**src/rtl/if_fetch_pkg.sv**
```systemverilog
// Shared constants and state encoding for the instruction-fetch stage.
package if_fetch_pkg;

  localparam int          AddrWidth = 17;
  localparam logic [31:0] ZeroWord  = 32'h0;
  localparam logic        Enable    = 1'b1;
  localparam logic        Disable   = 1'b0;

  typedef enum logic [2:0] {
    LOOKUP = 3'd0,
    REQ    = 3'd1,
    WAIT   = 3'd2,
    DONE   = 3'd3,
    FLUSH  = 3'd4
  } state_t;

endpackage

```
**src/rtl/if_fetch.sv**
```systemverilog
// Instruction fetch: icache lookup, serial byte fill from the memory
// controller on a miss, branch redirect and downstream stall handling.
module if_fetch
  import if_fetch_pkg::*;
#(
  parameter logic [31:0] RESET_PC = 32'h0
) (
  input  logic                 clk,
  input  logic                 rst,
  input  logic                 stall_i,
  input  logic                 branch_i,
  input  logic [31:0]          branch_target_i,
  output logic                 ic_read_o,
  output logic [AddrWidth-1:0] ic_read_addr_o,
  input  logic                 ic_hit_i,
  input  logic [31:0]          ic_inst_i,
  output logic                 ic_write_o,
  output logic [AddrWidth-1:0] ic_write_addr_o,
  output logic [31:0]          ic_write_inst_o,
  output logic                 mem_req_o,
  output logic [AddrWidth-1:0] mem_addr_o,
  input  logic                 mem_busy_i,
  input  logic                 mem_rvalid_i,
  input  logic [7:0]           mem_data_i,
  output logic                 inst_valid_o,
  output logic [31:0]          inst_o,
  output logic [31:0]          pc_o
);

  state_t      state, next_state;
  logic [31:0] pc;
  logic [1:0]  cnt;
  logic [31:0] fill_buf;
  logic        written;

  logic hit_take, done_take, accept;

  assign hit_take  = (state == LOOKUP) && ic_hit_i && !branch_i && !stall_i;
  assign done_take = (state == DONE) && !branch_i && !stall_i;
  assign accept    = mem_req_o && !mem_busy_i;

  assign ic_read_addr_o  = pc[AddrWidth-1:0];
  assign ic_write_addr_o = pc[AddrWidth-1:0];
  assign ic_write_inst_o = fill_buf;
  assign mem_addr_o      = pc[AddrWidth-1:0] + AddrWidth'(cnt);

  // NOTE: sequential state uses non-blocking assignments so every register
  // samples pre-edge values, independent of block ordering.
  always_ff @(posedge clk) begin
    if (rst) state <= LOOKUP;
    else     state <= next_state;
  end

  // NOTE: next_state gets a default before the case so no path infers a latch.
  always_comb begin
    next_state = state;
    unique case (state)
      LOOKUP: if (!branch_i && !ic_hit_i) next_state = REQ;
      REQ: begin
        if (branch_i)    next_state = LOOKUP;
        else if (accept) next_state = WAIT;
      end
      WAIT: begin
        // A byte returning in the redirect cycle leaves nothing to flush.
        if (branch_i)          next_state = mem_rvalid_i ? LOOKUP : FLUSH;
        else if (mem_rvalid_i) next_state = (cnt == 2'd3) ? DONE : REQ;
      end
      DONE:  if (branch_i || !stall_i) next_state = LOOKUP;
      FLUSH: if (mem_rvalid_i) next_state = LOOKUP;
      default: next_state = LOOKUP;
    endcase
  end

  always_comb begin
    ic_read_o  = Disable;
    mem_req_o  = Disable;
    ic_write_o = Disable;
    unique case (state)
      LOOKUP:  ic_read_o  = Enable;
      REQ:     mem_req_o  = Enable;
      DONE:    ic_write_o = !written && !branch_i;
      default: ;
    endcase
  end

  always_ff @(posedge clk) begin
    if (rst) begin
      pc       <= RESET_PC;
      cnt      <= 2'd0;
      fill_buf <= ZeroWord;
      written  <= 1'b0;
    end else begin
      // Marks the fill as committed so a stalled DONE writes only once.
      written <= (state == DONE);
      if (branch_i)                   pc <= branch_target_i & ~32'h3;
      else if (hit_take || done_take) pc <= pc + 32'd4;
      if (state == LOOKUP && !ic_hit_i) cnt <= 2'd0;
      if (state == WAIT && mem_rvalid_i && !branch_i) begin
        fill_buf[{cnt, 3'b000} +: 8] <= mem_data_i;
        if (cnt != 2'd3) cnt <= cnt + 2'd1;
      end
    end
  end

  always_ff @(posedge clk) begin
    if (rst) begin
      inst_valid_o <= 1'b0;
      inst_o       <= ZeroWord;
      pc_o         <= ZeroWord;
    end else if (branch_i) begin
      inst_valid_o <= 1'b0;
    end else if (!stall_i) begin
      if (hit_take) begin
        inst_valid_o <= 1'b1;
        inst_o       <= ic_inst_i;
        pc_o         <= pc;
      end else if (done_take) begin
        inst_valid_o <= 1'b1;
        inst_o       <= fill_buf;
        pc_o         <= pc;
      end else begin
        inst_valid_o <= 1'b0;
      end
    end
  end

endmodule

```
**config.mk**
```make
export PLATFORM = sky130hd
export DESIGN_NAME = if_fetch
export DESIGN_NICKNAME = d
export VERILOG_FILES = /design/src/rtl/if_fetch_pkg.sv /design/src/rtl/if_fetch.sv
export SDC_FILE = /design/constraint.sdc
export NUM_CORES = 1
export LEC_CHECK = 0
export ABC_AREA = 1
export BUFFER_PORTS_ARGS = -buffer_cell sky130_fd_sc_hd__buf_2
export CAP_MARGIN = 0
export CORE_MARGIN = 1.5
export CORE_UTILIZATION = 40
export DETAILED_ROUTE_END_ITERATION = 8
export GPL_TIMING_DRIVEN = 0
export PLACE_DENSITY = 0.77
export SYNTH_ARGS = -nofsm -noshare
export SYNTH_HDL_FRONTEND = slang
export SYNTH_SLANG_ARGS = --single-unit
export TNS_END_PERCENT = 1
```
**constraint.sdc**
```tcl
create_clock -name clk -period 2.4 [get_ports clk]
set_clock_uncertainty 0.2 [all_clocks]
set_input_delay 0.24 -clock clk [delete_from_list [all_inputs] [get_ports clk]]
set_output_delay 0.24 -clock clk [all_outputs]
set_load 0.05 [all_outputs]
```
# [Word-level counts from Yosys, hierarchy flattened]
# Index checks and enable logic that the tools add are counted.
[word_totals] ff_bits=135 input_bits=79
[op_classes] n_addsub=4 eq_ne=11 shifts=2 n_mux=25 n_bitwise=2 n_reduce_logical=24
[op_table] operator="$mux 32" count=6
[op_table] operator="$add 32x3->32 const B" count=1
[op_table] operator="$bwmux 32" count=1
[op_table] operator="$shift 8x7->32 const A" count=1
[op_table] operator="$shiftx 8x7->32" count=1
[op_table] operator="$mux 3" count=8
[op_table] operator="$add 17x2->17" count=1
[op_table] operator="$pmux 3 s5" count=1
[op_table] operator="$logic_and 1x1->1" count=11
[op_table] operator="$mux 2" count=4
[op_table] operator="$neg 5->7" count=1
[op_table] operator="$eq 3x2->1 const B" count=2
[op_table] operator="$ne 2x2->1 const B" count=3
[op_table] operator="$ne 3x3->1 const B" count=2
[op_table] operator="$logic_not 1->1" count=5
[op_table] operator="$mux 1" count=5
[op_table] operator="$reduce_and 5->1" count=1
[op_table] operator="$reduce_bool 2->1" count=2
[op_table] operator="$eq 3x1->1 const B" count=1
[op_table] operator="$eq 3x3->1 const B" count=1
[op_table] operator="$logic_not 3->1" count=1
[op_table] operator="$reduce_and 3->1" count=1
[op_table] operator="$add 2x1->2 const B" count=1
[op_table] operator="$eq 2x2->1 const B" count=1
[op_table] operator="other kinds (4)" count=6

# [Depth between registers and ports, before layout]
[depth] depth_word=7 depth_mapped=11 depth_no_buf=11

# [Least setup slack after synthesis]
# OpenSTA, ideal clock, no wires.
[synth_timing] kind="reg2reg" from="register cnt[0]" to="register fill_buf[10] (netlist: ic_write_inst_o[10])" setup_ns=0.070 arrival_ns=2.035 required_ns=2.130 slack_ns=0.095 path_stages_with_launch=9 period_less_slack_ns=2.305 path_cell_list="dfxtp_1 -> clkbuf_1 -> inv_1 -> ha_1 -> inv_1 -> nor2_1 -> clkbuf_1 -> nand4_1 -> a21oi_1"
[synth_between] elab_chain_len=3 word_cells_on_any_way=4 cone_classes="1 x add/sub; 2 x shift; 1 x mux"
[synth_lines] item="from (decl)" line_no="if_fetch.sv:32" source="logic [1:0] cnt;"
[synth_lines] item="from (signal assigned)" line_no="if_fetch.sv:100" source="if (cnt != 2'd3) cnt <= cnt + 2'd1;"
[synth_lines] item="$neg 5->7 *" line_no="if_fetch.sv:99" source="fill_buf[{cnt, 3'b000} +: 8] <= mem_data_i;"
[synth_lines] item="$shiftx 8x7->32 or $shift 8x7->32 (tied branches)" line_no="if_fetch.sv:99"
[synth_lines] item="$bwmux 32 *" line_no="if_fetch.sv:99"
[synth_lines] item="to (signal assigned)" line_no="if_fetch.sv:90" source="fill_buf <= ZeroWord;"
[synth_lines] item="to (signal, indexed assignment)" line_no="if_fetch.sv:99"
[synth_lines] item="to (decl)" line_no="if_fetch.sv:33" source="logic [31:0] fill_buf;"
# Every way passes the cells marked *; elsewhere a longest branch is shown, timed or not.
# A chain may end at the register's enable or synchronous reset.

# [Worst setup path in the final report]
[layout_timing] from="register state[1]" to="output ic_read_o"
[layout_between] elab_chain_len=2
[layout_lines] item="from (decl)" line_no="if_fetch.sv:30" source="state_t state, next_state;"
[layout_lines] item="from (signal assigned)" line_no="if_fetch.sv:51" source="else state <= next_state;"
[layout_lines] item="$logic_not 3->1" line_no="if_fetch.sv:78" source="unique case (state)"
[layout_lines] item="$mux 1" line_no="if_fetch.sv:78"
[layout_lines] item="to (decl)" line_no="if_fetch.sv:13" source="output logic ic_read_o,"
# No other way between the ends.

==> flow_summary.yaml <==
outcome:
  status: "completed"
setup_path:
  r2r-end: "pc[19]"
  crit_family: "buffers and inverters"
  crit_type: "flop to output port"
  r2r_cells: 9
  cp_slowest_cell: "clkbuf_1"
  path_max_fanout: 10
  worstPathRequired_ns: 1.96
  max_stage_delay_ns: 0.40
  crit_buf_inv: 2
  r2r_start: "pc[10]"
  critPathCaptureType: "output port"
  worstSetupStartpointType: "flop"
  crit_chain: "nor3_4, clkbuf_1, buf_2"
  rrSetupSlack_ns: 0.17
  cp.arrival_ns: 1.87
yosys:
  syn_area_per_cell_um2: 6.99
  synth_area_leaders: "dfxtp_1 40%, nand2_1 11%, nand3_1 6.8%"
  postSynth.asyncResetShare_pct: 0
  synth_top_area_share_pct: 40.5
  yosysSeqAreaShare_pct: 40.5
  synth_cell_types: 30
  ys_ff_latch: 131
  syn-cell-area_um2: 6480
  synth_top_area_cell: "dfxtp_1"
  ys_warn_count: 0
  syn_inst: 927
  synth_flop_cell: "dfxtp_1"
  synth_edf_count: 0
global_route:
  grt_antenna_before_repair: 0
  grt_start_max_net_pins: 17
  grt_pass1_wl_mm: 35.3
  grt.total_usage_pct: 27.2
  grt_pass1_vias: 7002
  grt.overflow.total: 0
sta:
  max-slew-margin-rel_pct: 57.8
  fin_setup_tns_ns: 0
  hold_viol: 0
  fin_crit_sh_pct: 96.2
  worst_pin_slew_ns: 0.633
  slew_viol_final: 0
  fin_crit_ns: 2.31
  fmax_mhz: 433
  whs_ns: 0.00658
  setup_viol: 0
  rsz0062_at_grt: "no"
pwr:
  pwr-share-comb_pct: 19.7
  swShare_pct: 33.2
  cellPowerDensity_nw_per_um2: 662
  p_int_mw: 4.03
  p_clk_share_pct: 41.1
  leakage_nw: 4.23
  power.switching_mw: 2.00
  peakVddDrop_v: 0.000529
  power_frac_seq_pct: 39.2
worst_hold_path:
  holdPathEnd: "inst_valid_o"
  hp-class: "primary input to flop"
  min-delay-start: "stall_i"
  hold_depth: 5
route:
  ant_nets: 0
  num_vias: 7602
  wl_mm: 23.2
  drt_iter0_drc: 653
  wire_per_inst_um: 15.8
  route.detailed.drc: 0
  via_per_inst: 5.18
  drtPass1Iterations: 5
clock_network:
  worstSkewPairLatency_ns: 0.44
  cts_made_buffers: 17
  clk_pin_slew_ns: 0.07
  cts_tree: "built"
  clk_path_buf_depth: 2
  cts_sinks: 131
  cts_root_buf: "clkbuf_16"
  htreeDepth: 4
placed_design:
  hpwl_mm: 16.5
  numPortBuffers: 219
  place_congestion: 0.947
die:
  num_io_pins: 230
  core_region_area_um2: 15800
  row_count: 46
  die_x_um: 130
  initial_utilization_pct: 40.9
  die_area_um2: 17000
  chipHeight_um: 130
job:
  cap_violations: 0
final_layout:
  n_antenna_cell: 0
  nets: 1324
  drive_gt1_share_pct: 26.8
  final.fill_count: 1461
  area_delta_synth_final_pct: 40.8
layout make-up:
cell class | instances | area (um^2) | area share, %
multi-input combinational | 635 | 3000 | 32.9
inverter | 63 | 236 | 2.59
clock inverter | 14 | 119 | 1.30
clock buffer | 18 | 439 | 4.81
sequential | 131 | 2620 | 28.8
buffer | 103 | 652 | 7.15
tap | 216 | 270 | 2.96
timing repair buffer | 288 | 1780 | 19.5
worst reg2reg max path, delay by kind of cell (launching register included):
| kind | cells | cell delay (ns) |
|---|---|---|
| flops | 1 | 0.53 |
| simple gates | 8 | 1.37 |
| buf+inv | 1 | 0.04 |
worst max path at each step:
stage	start	endpoint	slack [ns]	cells after the start
floorplan	cnt[0]	ic_write_inst_o[10]	0.09	8
global route	state[1]	ic_read_o	0.03	3
finish	state[1]	ic_read_o	0.09	3
detailed placement	stall_i	pc_o[13]	0.008	8
global placement	stall_i	pc_o[13]	0.03	8
CTS	pc[3]	pc[26]	0.11	10
registers in the layout, summed over array words and instances, names as in the netlist:
| name | cells |
|---|---|
| written | 1 |
| cnt | 2 |
| inst_valid_o | 1 |
| pc_o | 30 |
| state | 3 |
| pc | 30 |
| ic_write_inst_o | 32 |
| inst_o | 32 |
synthesized netlist by cell type, types with 4 or more instances:
master,n
a21oi_1,78
a31oi_1,38
buf_2,6
buf_4,55
buf_6,6
clkbuf_1,32
dfxtp_1,131
ha_1,6
inv_1,63
nand2_1,195
nand2_2,4
nand3_1,88
nand4_1,12
nor2_1,86
nor3_1,7
o21ai_0,87
o21ai_1,11
xor2_1,5
power by group through the flow:
stage	logic (mW)	registers, mW	clock network, mW
after floorplan	0.592	2.59	0
after global placement	1.08	2.41	0
after detailed placement	1.09	2.41	0
after CTS	1.18	2.36	2.49
after global routing	1.27	2.38	2.58
final	1.19	2.37	2.48
logic make-up (layout without fill, tap and decap cells):
| kind of cell | Yosys count | count (layout) | share of synthesized area (%) |
|---|---|---|---|
| AO/OA/AOI/OAI | 221 | 221 | 18.1 |
| XOR/XNOR | 6 | 6 | 0.811 |
| adder cells (fa/ha/maj) | 6 | 6 | 1.16 |
| buffers and inverters | 166 | 486 | 13.7 |
| flip-flops | 131 | 131 | 40.5 |
| other | 1 | 6 | 0.0579 |
| AND/OR/NAND/NOR | 396 | 396 | 25.8 |
routing by layer:
layer / routed length [um] / GRT usage (%) / up-vias / part of all wire, %
met5: 0 / 0 / - / 0
met4: 687 / 12.0 / 0 / 3.0
met3: 2270 / 7.63 / 62 / 9.8
met2: 11100 / 46.3 / 429 / 48
met1: 9230 / 32.0 / 3448 / 40
li1: - / - / 3663 / -
cells in the final DEF, fill, tap and decap left out, types with 2 or more instances in the layout:
| master | Yosys | layout |
|---|---|---|
| a31oi_1 | 38 | 38 |
| dfxtp_1 | 131 | 131 |
| nand4_1 | 12 | 12 |
| a21boi_0 | 2 | 2 |
| buf_6 | 6 | 6 |
| clkbuf_16 | 0 | 17 |
| nand3_1 | 88 | 88 |
| clkinv_4 | 0 | 5 |
| dlygate4sd3_1 | 0 | 67 |
| xor2_1 | 5 | 5 |
| clkbuf_1 | 32 | 29 |
| nor3_1 | 7 | 7 |
| buf_2 | 6 | 225 |
| o21ai_1 | 11 | 11 |
| nand2_1 | 195 | 195 |
| a211oi_1 | 2 | 2 |
| inv_1 | 63 | 63 |
| o21ai_0 | 87 | 87 |
| or2_2 | 2 | 2 |
| inv_6 | 0 | 4 |
| clkinv_2 | 0 | 2 |
| buf_1 | 2 | 2 |
| ha_1 | 6 | 6 |
| conb_1 | 1 | 6 |
| nand2_2 | 4 | 4 |
| clkbuf_2 | 2 | 5 |
| nor2_1 | 86 | 84 |
| inv_8 | 0 | 2 |
| buf_4 | 55 | 57 |
| a21oi_1 | 78 | 78 |
metrics by stage:
step           area [um^2]  std cells  utilization, %  setup slack (ns)  total power [mW]
2_1_floorplan         6500        932               -            0.0947              3.18
3_3_place_gp          7860       1367            49.7            0.0294              3.48
3_5_place_dp          7860       1367            49.7           0.00847              3.49
4_1_cts               9110       1468            57.5             0.108              6.03
5_1_grt               9120       1468            57.6            0.0289              6.23
6_report              9120       1468            57.6            0.0912              6.03
timing repair:
| item | in CTS | in global routing |
|---|---|---|
| pin swaps | 1 | 0 |
| gates resized for setup | 0 | 9 |
| gates cloned | 0 | 0 |
| hold endpoints to repair | 87 | 0 |
| hold buffers | 67 | 0 |
| buffers inserted | 2 | 0 |
| endpoints found under the setup margin | 1 | 21 |
Note: power is estimated with default switching activity, not from simulation.
